===== config.mk =====
export PLATFORM = sky130hd
export DESIGN_NAME = avm_read_port
export DESIGN_NICKNAME = d
export VERILOG_FILES = /design/src/rtl/sysid_pkg.sv /design/src/rtl/sysid_checker_avm_read_port.sv
export SDC_FILE = /design/constraint.sdc
export NUM_CORES = 1
export LEC_CHECK = 0
export ABC_AREA = 1
export BUFFER_PORTS_ARGS = -buffer_cell sky130_fd_sc_hd__buf_4
export CORE_MARGIN = 5
export CORE_UTILIZATION = 45
export DETAILED_ROUTE_END_ITERATION = 10
export PLACE_DENSITY = 0.84
export SLEW_MARGIN = 30
export SYNTH_ARGS = -nofsm -noshare
export SYNTH_HDL_FRONTEND = slang
export SYNTH_SLANG_ARGS = --single-unit

===== constraint.sdc =====
create_clock -name clock -period 2.53 [get_ports clock]
set_clock_uncertainty 0.15 [all_clocks]
set_input_delay 0.253 -clock clock [delete_from_list [all_inputs] [get_ports clock]]
set_output_delay 0.253 -clock clock [all_outputs]
set_load 0.02 [all_outputs]

===== src/rtl/sysid_pkg.sv =====
// Shared definitions for the system-ID boot checker: FSM states, slave word
// addresses and the expected image identity for the current system build.
package sysid_pkg;

   typedef enum logic [2:0] {
      IDLE,
      RD_ID,
      LAT_ID,
      RD_TS,
      LAT_TS,
      CHECK,
      DONE
   } sysid_state_t;

   localparam logic SYSID_ADDR_ID = 1'b0;
   localparam logic SYSID_ADDR_TS = 1'b1;

   // Must track the sysid slave contents of the matching FPGA build.
   localparam logic [31:0] SYSID_EXPECTED_ID = 32'd0;
   localparam logic [31:0] SYSID_EXPECTED_TS = 32'd1524000766;

endpackage


===== src/rtl/sysid_checker_avm_read_port.sv =====
// Single-word Avalon-MM read engine: holds the request through waitrequest,
// counts the fixed read latency and aborts after too many stall cycles.
module avm_read_port
   import sysid_pkg::*;
#(
   parameter int READ_LATENCY = 0,
   parameter int TIMEOUT      = 255
) (
   input  logic        clock,
   input  logic        reset,
   input  logic        req,
   input  logic        addr,
   output logic        rvalid,
   output logic        accept,
   output logic        tout,
   output logic [31:0] rdata,
   output logic        avm_address,
   output logic        avm_read,
   input  logic        avm_waitrequest,
   input  logic [31:0] avm_readdata
);

   localparam logic [15:0] WAIT_LIMIT = 16'(TIMEOUT - 1);
   localparam logic [2:0]  LAT_INIT   = 3'((READ_LATENCY > 0) ? READ_LATENCY - 1 : 0);

   logic        lat_active;
   logic [2:0]  lat_cnt;
   logic [15:0] wait_cnt;

   assign accept = avm_read & ~avm_waitrequest;
   assign tout   = avm_read & avm_waitrequest & (wait_cnt == WAIT_LIMIT);
   assign rdata  = avm_readdata;

   // Zero latency: data is valid alongside the accept; otherwise when the countdown expires.
   assign rvalid = (READ_LATENCY == 0) ? accept : (lat_active && (lat_cnt == 3'd0));

   always_ff @(posedge clock or posedge reset) begin
      if (reset) begin
         avm_read    <= 1'b0;
         avm_address <= SYSID_ADDR_ID;
         wait_cnt    <= 16'd0;
         lat_active  <= 1'b0;
         lat_cnt     <= 3'd0;
      end else if (req) begin
         avm_read    <= 1'b1;
         avm_address <= addr;
         wait_cnt    <= 16'd0;
         lat_active  <= 1'b0;
      end else if (avm_read) begin
         if (avm_waitrequest) begin
            if (tout) begin
               avm_read <= 1'b0;
               wait_cnt <= 16'd0;
            end else begin
               wait_cnt <= wait_cnt + 16'd1;
            end
         end else begin
            avm_read   <= 1'b0;
            wait_cnt   <= 16'd0;
            lat_active <= (READ_LATENCY > 0);
            lat_cnt    <= LAT_INIT;
         end
      end else if (lat_active) begin
         if (lat_cnt == 3'd0) begin
            lat_active <= 1'b0;
         end else begin
            lat_cnt <= lat_cnt - 3'd1;
         end
      end
   end

endmodule


==> summary.txt <==
Critical path
  • Reg-to-reg setup timing slack: 980 ps
  • Cell chain of the critical path: inv_1 -> ha_1 -> nand3_1 -> nor2_1 -> nand4_1 -> nor2_1 -> buf_4
  • Crit path largest cell delay: 440 ps
  • Crit-path most repeated cell: sky130_fd_sc_hd__nor2_1
  • Arrival time of data at the critical path endpoint: 1510 ps
  • Critical path class: reg -> out
  • Worst r2r src: wait_cnt[0]
  • Crit. End Element: output port
  • Cells on worst reg2reg path: 7
  • R2R Path End: wait_cnt[14]
  • Largest fanout on the critical path: 5
  • CP max-delay cell: sky130_fd_sc_hd__dfrtp_1
  • WP data required: 2130 ps
  • Critical path buffer and inverter count: 2
  • Top cell family by delay on the critical path: flip-flops
  • Element type at the critical path start: flip-flop

Pwr
  • Leakage Power: 0.6663 nW
  • Worst VDD drop: 0.1111 mV
  • Power density over cell area: 358.6 nW/um2
  • Final total power: 491.2 uW

Die
  • Count of boundary I/O pins: 74
  • Die Footprint: 4513 um2
  • Die boundary height: 67.18 um
  • Core area: 3103 um2
  • Standard-cell row count: 20
  • Die W: 67.18 um
  • Starting density of the core: 47.42%

Finish
  • Ratio of cells with drive above 1 in the final layout: 23.12%
  • Antenna diode count: 0
  • Post-layout nets: 214
  • Most frequent standard cell in the layout excluding fill and tap cells: sky130_fd_sc_hd__nand2_1
  • Synthesis-to-finish area growth: -6.888%
  • Count of fill cells added during filler insertion: 323
  • Most used cells in the layout excluding fill and tap cells: sky130_fd_sc_hd__nand2_1, sky130_fd_sc_hd__dfrtp_1, sky130_fd_sc_hd__nor2_1, sky130_fd_sc_hd__inv_1

Global route
  • Antenna violations before repair: 0
  • Total Routing Usage GR: 13.49%
  • Via count of the first global-routing pass: 1089
  • Total overflow reported by the global router: 0
  • Wire length of the first global-routing pass: 4740 um
  • Largest net degree at the start of global routing: 19

Synthesis
  • Mapped Area: 1471 um2
  • Compound-gate portion of the synthesized area: 7.058%
  • Cell taking the most area after synthesis: sky130_fd_sc_hd__dfrtp_1
  • Number of cells produced by synthesis: 195
  • Post-synthesis share of cell area spent on full adders, half adders and majority gates: 1.701%
  • Largest family of logic cells by synthesized area: simple AND/OR/NAND/NOR gates
  • Number of distinct library cell variants in the gate-level netlist after synthesis: 26
  • Sequential cell area fraction in the yosys report: 30.61%
  • Mapped Nets: 234
  • Number of warnings printed during yosys synthesis: 0
  • Synth Area in Simple Gates: 33.93%
  • Top area cells in the synthesized netlist: sky130_fd_sc_hd__dfrtp_1, sky130_fd_sc_hd__buf_4, sky130_fd_sc_hd__nand2_1
  • Mean instance size in the synthesized netlist: 7.546 um2
  • Share of Yosys cell area claimed by the top area cell type: 30.61%
  • Synth Register Bits: 18
  • Post-synthesis share of cell area spent on xor and xnor gates: 4.167%
  • Fraction of synthesized area in multiplexers: 0%

STA
  • Number of hold violations in the final report: 0
  • Headroom to the max-slew limit: 53.88%
  • Setup total negative slack: 0 ps
  • Shortest clock period the worst path allows after layout: 1912 ps
  • Peak Freq: 523.1 MHz
  • Hold_ws: 6.726 ps
  • RSZ-0062 raised after global routing: no
  • Setup-failing EPs final: 0
  • Max-slew violation total from the final report: 0
  • Post-route fraction of the period consumed by the critical path: 75.55%
  • Worst Max-Slew Pin Slew: 691.1 ps

Worst hold path
  • Cell depth of the worst min-delay path: 3
  • Worst Hold Launch: addr
  • Worst min path class: in -> reg
  • Worst hold endpoint: avm_address

Place
  • Final HPWL DP: 2013 um
  • Global placement routability congestion: 0.9562
  • Port Buffers: 9

Clock tree
  • TritonCTS clock tree: yes
  • Number of buffers created by CTS: 3
  • Clock sink total: 18
  • Clock H-tree levels: 1
  • Clk Latency, worst-skew pair: 300 ps
  • CTS Buffer Depth: 2
  • Clock-pin slew of the registers on the worst-case setup and hold paths: 100 ps
  • Clock Tree Root: sky130_fd_sc_hd__clkbuf_4

Drt
  • DRC: 0
  • Number of vias per cell after detailed routing: 4.848
  • Count of vias placed by the detailed router: 1052
  • Final WL: 2620 um
  • Average wire per cell in the routed design: 12.07 um
  • Antenna Nets Post-Route: 0
  • Starting DRC count in detailed routing: 47
  • Detailed-routing iteration count for the pre-antenna-repair pass: 4

Outcome
  • Outcome: finished clean

Run
  • Max-cap check violation count: 0
-- power by group --
group	internal [mW]	switching (mW)
logic	0.0179	0.0311
registers	0.292	0.00393
clock network	0.0555	0.0911
total	0.365	0.126
-- state kept, by name, summed over array words and instances, names as in the netlist --
name,cells
wait_cnt,16
avm_read,1
avm_address,1
-- cells in the mapped netlist (all sizes together) --
master,instances
nand2,60
nor2,23
clkbuf,1
o21bai,4
nor4,1
o22ai,2
ha,2
o21ai,6
a21oi,1
nand4,5
nand3,12
xor2,5
dfrtp,18
xnor2,2
inv,18
buf,35
-- area by class of cell --
type                    count  area [um2]  area share [%]
multi-input cells         123       689.4           50.32
flip-flops and latches     18       450.4           32.88
repair buffers             11       85.08           6.210
inverters                  18       67.56           4.932
well taps                  44       55.05           4.018
clock buffers               3       22.52           1.644
-- per-layer routing --
layer | GRT usage (%) | wire, um | vias to the layer above
met1 | 15.65 | 1178 | 484
met2 | 23.31 | 1223 | 26
met3 | 2.995 | 152 | 9
met4 | 6.582 | 65 | 0
li1 | - | - | 533
met5 | 0 | 0 | -
-- worst max-delay path by stage --
stage	endpoint	depth (start not counted)	start
2_1_floorplan	tout	6	wait_cnt[0]
3_3_place_gp	tout	7	wait_cnt[0]
3_5_place_dp	tout	7	wait_cnt[0]
4_1_cts	tout	7	wait_cnt[0]
5_1_grt	tout	7	wait_cnt[0]
6_report	tout	7	wait_cnt[0]
-- per-stage QoR --
| stage | setup slack, ps | instance area, um2 | std cells | util [%] |
|---|---|---|---|---|
| 2_1_floorplan | 957.5 | 1471 | 195 | - |
| 3_3_place_gp | 949.6 | 1338 | 213 | 43.10 |
| 3_5_place_dp | 936.7 | 1338 | 213 | 43.10 |
| 4_1_cts | 602.6 | 1370 | 217 | 44.15 |
| 5_1_grt | 466.5 | 1370 | 217 | 44.15 |
| 6_report | 618.5 | 1370 | 217 | 44.15 |
-- repair_timing --
action | 4_1_cts | 5_1_grt
hold buffers | 1 | 0
hold endpoints to repair | 18 | 0
setup buffers | 0 | 0
setup endpoints to repair | 0 | 0
gates resized for setup | 0 | 0
-- worst min-delay path: stages --
cell and delay (ps):
sky130_fd_sc_hd__buf_4 70, sky130_fd_sc_hd__nand2_1 40, sky130_fd_sc_hd__nand2_1 60
-- kinds of logic after synthesis --
logic type | after synthesis
flip-flops | 18
adder cells (fa/ha/maj) | 2
XOR/XNOR | 7
AO/OA/AOI/OAI | 13
buffers and inverters | 54
AND/OR/NAND/NOR | 101
No activity file was read; power rests on OpenSTA's default activity.
